--- src/rtl/osd_glyph_fetch_ctrl.sv ---
// osd_glyph_fetch_ctrl: prefetches one OSD glyph byte per cell ahead of the beam, shifts it out LSB-first and arbitrates char-RAM host writes; define OSD_SHADOW_EN to add the osd_shadow output
module osd_glyph_fetch_ctrl #(
  parameter int COLS    = 16,
  parameter int ROWS    = 4,
  parameter int GLYPH_H = 12,
  parameter int CADDR_W = 6,
  parameter int X0      = 40,
  parameter int Y0      = 60
) (
  input  logic               mclock,
  input  logic               reset,
  input  logic               pix_en,
  input  logic               hblank,
  input  logic               vblank,
  input  logic [8:0]         h_count,
  input  logic [8:0]         v_count,
  input  logic               osd_enable,
  output logic [CADDR_W-1:0] char_addr,
  output logic               char_we,
  output logic [6:0]         char_wdata,
  input  logic [6:0]         char_rdata,
  output logic [10:0]        font_addr,
  input  logic [7:0]         font_data,
  input  logic               wr_req,
  input  logic [CADDR_W-1:0] wr_addr,
  input  logic [6:0]         wr_data,
  output logic               wr_ack,
  output logic               osd_active,
  output logic               osd_pixel,
  output logic               underrun
`ifdef OSD_SHADOW_EN
  ,
  output logic               osd_shadow
`endif
);
  localparam int CW = COLS > 1 ? $clog2(COLS) : 1;
  localparam int RW = $clog2(ROWS + 1);
  localparam int GW = GLYPH_H > 1 ? $clog2(GLYPH_H) : 1;
  localparam logic [9:0] XS = 10'(X0);
  localparam logic [9:0] XE = 10'(X0 + 8 * COLS);
  localparam logic [8:0] YS = 9'(Y0);
  typedef enum logic [2:0] {IDLE, CRD, CWAIT, FRD, FWAIT, LOAD} state_t;
  state_t state_q, state_d;
  logic hblank_q;
  logic in_win_q, in_win_d;
  logic [GW-1:0] gline_q, gline_d;
  logic [RW-1:0] crow_q, crow_d;
  logic [CW-1:0] fcol_q, fcol_d, col;
  logic [6:0] code_q, code_d;
  logic [7:0] gbuf_q, gbuf_d, sh_q, sh_d, cur;
  logic buf_full_q, buf_full_d;
  logic act_q, act_d, pix_q, pix_d, und_q, und_d, blk_q, blk_d;
  logic [8:0] dx;
  logic hb_fall, hb_rise, gl_last, reload, first, start0, start1, vis, wr_go;
  always_comb begin
    hb_fall = hblank_q & ~hblank;
    hb_rise = ~hblank_q & hblank;
    gl_last = gline_q == GW'(GLYPH_H - 1);
    dx = h_count - XS[8:0];
    col = CW'(dx >> 3);
    first = dx[2:0] == 3'd0;
    reload = pix_en & in_win_q & ({1'b0, h_count} >= XS) & ({1'b0, h_count} < XE);
    start0 = hb_fall & ~vblank & (v_count >= YS) & (crow_q < RW'(ROWS));
    start1 = reload & first & (col != CW'(COLS - 1));
    in_win_d = vblank ? 1'b0 : start0 ? 1'b1 : hb_rise ? 1'b0 : in_win_q;
    gline_d = vblank ? '0 : (hb_rise & in_win_q) ? (gl_last ? '0 : gline_q + 1'b1) : gline_q;
    crow_d = vblank ? '0 : (hb_rise & in_win_q & gl_last) ? crow_q + 1'b1 : crow_q;
    fcol_d = start0 ? '0 : start1 ? col + 1'b1 : fcol_q;
    code_d = state_q == CWAIT ? char_rdata : code_q;
    gbuf_d = state_q == LOAD ? font_data : gbuf_q;
    buf_full_d = (vblank | (reload & first)) ? 1'b0 : state_q == LOAD ? 1'b1 : buf_full_q;
    cur = (reload & first) ? (buf_full_q ? gbuf_q : 8'h00) : sh_q;
    sh_d = reload ? cur >> 1 : sh_q;
    vis = reload & osd_enable;
    act_d = pix_en ? vis : act_q;
    pix_d = pix_en ? vis & cur[0] : pix_q;
    und_d = und_q | (reload & first & ~buf_full_q);
    wr_go = wr_req & ~blk_q & (state_q != CRD) & ~reset;
    blk_d = wr_go | (blk_q & wr_req);
  end
  always_comb begin
    case (state_q)
      CRD:     state_d = CWAIT;
      CWAIT:   state_d = FRD;
      FRD:     state_d = FWAIT;
      FWAIT:   state_d = LOAD;
      default: state_d = IDLE;
    endcase
    if (start0 | start1) state_d = CRD;
    if (vblank) state_d = IDLE;
  end
  always_comb begin
    char_we = wr_go;
    wr_ack = wr_go;
    char_wdata = wr_go ? wr_data : 7'd0;
    char_addr = wr_go ? wr_addr : state_q == CRD ? CADDR_W'(crow_q) * CADDR_W'(COLS) + CADDR_W'(fcol_q) : '0;
    font_addr = ({4'd0, code_q} << 3) + ({4'd0, code_q} << 2) + 11'(gline_q);
    osd_active = act_q;
    osd_pixel = pix_q;
    underrun = und_q;
  end
  always_ff @(posedge mclock) begin
    if (reset) begin
      state_q <= IDLE;
      hblank_q <= 1'b0;
      in_win_q <= 1'b0;
      gline_q <= '0;
      crow_q <= '0;
      fcol_q <= '0;
      code_q <= '0;
      gbuf_q <= '0;
      sh_q <= '0;
      buf_full_q <= 1'b0;
      act_q <= 1'b0;
      pix_q <= 1'b0;
      und_q <= 1'b0;
      blk_q <= 1'b0;
    end else begin
      state_q <= state_d;
      hblank_q <= hblank;
      in_win_q <= in_win_d;
      gline_q <= gline_d;
      crow_q <= crow_d;
      fcol_q <= fcol_d;
      code_q <= code_d;
      gbuf_q <= gbuf_d;
      sh_q <= sh_d;
      buf_full_q <= buf_full_d;
      act_q <= act_d;
      pix_q <= pix_d;
      und_q <= und_d;
      blk_q <= blk_d;
    end
  end
`ifdef OSD_SHADOW_EN
  logic pd_q, pd_d, shd_q, shd_d, pd_eff;
  always_comb begin
    pd_eff = (reload & first & (col == '0)) ? 1'b0 : pd_q;
    pd_d = reload ? cur[0] : pd_q;
    shd_d = pix_en ? vis & pd_eff & ~cur[0] : shd_q;
    osd_shadow = shd_q;
  end
  always_ff @(posedge mclock) begin
    if (reset) begin
      pd_q <= 1'b0;
      shd_q <= 1'b0;
    end else begin
      pd_q <= pd_d;
      shd_q <= shd_d;
    end
  end
`endif
endmodule
--- config.mk ---
export PLATFORM = sky130hd
export DESIGN_NAME = osd_glyph_fetch_ctrl
export DESIGN_NICKNAME = d
export VERILOG_FILES = /design/src/rtl/osd_glyph_fetch_ctrl.sv
export SDC_FILE = /design/constraint.sdc
export NUM_CORES = 1
export LEC_CHECK = 0
export ABC_AREA = 1
export ABC_CLOCK_PERIOD_IN_PS = 3470
export CAP_MARGIN = 20
export CORE_MARGIN = 4
export CORE_UTILIZATION = 45
export CTS_BUF_LIST = sky130_fd_sc_hd__clkbuf_16
export CTS_CLUSTER_SIZE = 12
export DETAILED_ROUTE_END_ITERATION = 8
export GPL_ROUTABILITY_DRIVEN = 0
export PLACE_DENSITY = 0.78
export RECOVER_POWER = 25
export SLEW_MARGIN = 20
export SYNTH_ARGS = -nofsm -noshare
export SYNTH_HDL_FRONTEND = slang
export SYNTH_SLANG_ARGS = --single-unit
--- constraint.sdc ---
create_clock -name mclock -period 3.47 [get_ports mclock]
set_input_delay 0.5205 -clock mclock [delete_from_list [all_inputs] [get_ports mclock]]
set_output_delay 0.5205 -clock mclock [all_outputs]
set_load 0.005 [all_outputs]
==> out/metrics.yaml <==
drcViolationCount: 0
wirelength_mm: 5.72
postLayoutSetupSlackWorst_ps: 195
powerDensity_nw_per_um2: 336
worst-path-buf-inv: 5
maxSlewViolCount: 0
clockRootBuffer: "clkbuf_16"
synth_ff_type: "dfxtp_1"
die_h_um: 81.5
drive_gt1_frac: 0.0592
pin_count: 82
ant_nets: 0
clockBufferDepth: 2
cts_sinks: 43
path_depth: 14
finalCritPeriodShare: 0.944
maxUsedRoutingLayer: "met4"
vias: 2417
grt_pass1_vias: 2248
multi_input_area_um2: 1290
viasPerCell: 4.91
p_total_uw: 1150
skew_ps: 7.89
syn_avg_cell_area_um2: 7.13
grt_pass1_wl_mm: 9.38
timing.fmax_mhz: 305
die_w_um: 81.5
num-fill-cells: 450
crit_path_cell_trace: "inv_1 -> fa_1 -> inv_1 -> ha_1 -> inv_1 -> fa_2 -> o21ai_2 -> nand2_1 -> nand2_1 -> a21oi_1 -> inv_1 -> nand2_1 -> nand2_1 -> clkdlybuf4s50_1"
endpoint_kind: "primary output"
die-area_um2: 6640
std_cell_rows: 26
layout_commonest_cell: "clkdlybuf4s50_1"
finalSetupViolCount: 0
clk-insertion-delay-late_ps: 280
synth_top_area_share: 0.354
clk_pin_slew_ps: 60
cts_buffers: 5
critPathMaxStageDelay_ps: 490
antenna_found_initial: 0
dp_hpwl_mm: 4.50
diodes: 0
worstPathArrival_ps: 2750
synth.area.top_cells: "dfxtp_1 35%, ha_1 8.2%, o21ai_0 8.2%"
finalCriticalPeriod_ps: 3270
yosysSeqAreaShare: 0.354
synthCells: 341
status: "complete, no violations"
min_delay_path_depth: 2
dp_slack_ps: 188
synth.cell_area_um2: 2430
final_nets: 492
synth_edf_count: 0
wl_met1_mm: 2.48
track_usage: 0.179
crit_required_ps: 2950
hold_viol_final: 0
worst_pin_slew_ps: 679
path_max_fanout: 3
drt_first_iter_violations: 97
seqCellArea_um2: 862
synth_top_area_cell: "dfxtp_1"
peakVddDrop_v: 0.000293
cap_violations: 0
critPathKind: "reg -> out"
ys_types: 34
min_path_type: "reg -> reg"
wire_per_inst_um: 11.6
final_cell_mix: "78 x clkdlybuf4s50_1, 53 x inv_1, 48 x nand2_1"
port_buffers: 79
met3_length_um: 480
crit_path_start_kind: "register"
ys_warn_count: 0
grt_start_max_net_pins: 22
initial_utilization: 0.470
synthesis.nets: 412
synth-seq-cells: 43
route.met2.wl_mm: 2.67
slowest_stage: "clkdlybuf4s50_1"
synthArstFlopShare: 0
leakagePower_uw: 0.00149
grt_overflow: 0
path_delay_family: "adder cells"
core_um2: 5170
first_pass_iters: 4
reg2regPathDepth: 5
h-tree-depth: 2
syn_to_final_growth_pct: 41.5
relSlewSlack: 0.544
cts_tree: "built"
==> per-stage QoR <==
step | std cells | hold slack [ps] | utilization | area [µm²] | TNS (ps)
floorplan | 341 | 424 | - | 2430 | 0
global placement | 483 | 436 | 0.632 | 3270 | 0
detailed placement | 483 | 438 | 0.632 | 3270 | 0
CTS | 491 | 447 | 0.665 | 3440 | 0
global route | 492 | 463 | 0.664 | 3440 | -2.90
finish | 492 | 447 | 0.664 | 3440 | 0
==> repair_timing <==
| action | CTS | global route |
|---|---|---|
| buffers inserted | 0 | 1 |
| setup endpoints to repair | 1 | 1 |
| gates resized for setup | 2 | 2 |
| pin swaps | 0 | 1 |
| hold buffers | 0 | 0 |
==> final timing paths <==
kind / startpoint / endpoint / slack, ps
worst min-delay path: gbuf_q[3] / gbuf_q[3] / 450
worst max register to register: state_q[1] / code_q[0] / 1600
worst min register to register: gbuf_q[3] / gbuf_q[3] / 450
worst max-delay path: gline_q[3] / font_addr[9] / 200
==> where the power goes <==
| group | internal, µW | switching, µW |
|---|---|---|
| Sequential | 496 | 1.52 |
| Clock | 339 | 187 |
| Combinational | 79.4 | 51.5 |
==> metal layers <==
layer,up-vias,global-route usage
li1,1258,-
met1,1073,0.207
met2,79,0.323
met3,7,0.0384
met4,0,0.0608
met5,-,0
==> worst reg2reg max path, delay by kind of cell, from the launching register on <==
family	cells	cell delay, ps
AOI/OAI and AO/OA	2	340
buffers and inverters	2	530
DFF	1	350
and+or+nand+nor	1	530
==> cell usage after synthesis, types with 4 or more instances <==
library cell,count
inv_1,53
nand2_1,48
nor2_1,44
dfxtp_1,43
o21ai_0,40
a21oi_1,32
ha_1,16
nand3_1,11
nor3_1,7
xor2_1,5
inv_2,4
o21ai_1,4
==> cell families after synthesis <==
family                     Yosys count  synth area share
and+or+nand+nor                    123             0.229
buffers and inverters               68             0.114
xor gates and xnor gates             7            0.0252
adders and majority gates           18            0.0989
AOI/OAI and AO/OA                   82             0.179
DFF                                 43             0.354
==> area by class of cell <==
| class | instances | area share |
|---|---|---|
| flip-flops and latches | 43 | 0.251 |
| repair buffers | 82 | 0.236 |
| multi-input cells | 230 | 0.375 |
| clock buffers | 5 | 0.0364 |
| inverters | 59 | 0.0644 |
| well taps | 70 | 0.0255 |
| clock inverters | 3 | 0.0127 |
==> registers in the layout, indices dropped and copies added (netlist names) <==
name and flops:
gbuf_q 8, code_q 7, sh_q 7, fcol_q 4
gline_q 4, crow_q 3, state_q 3, blk_q 1
buf_full_q 1, hblank_q 1, in_win_q 1, osd_active 1
osd_pixel 1, underrun 1
Power figures use the tool's default switching activity.
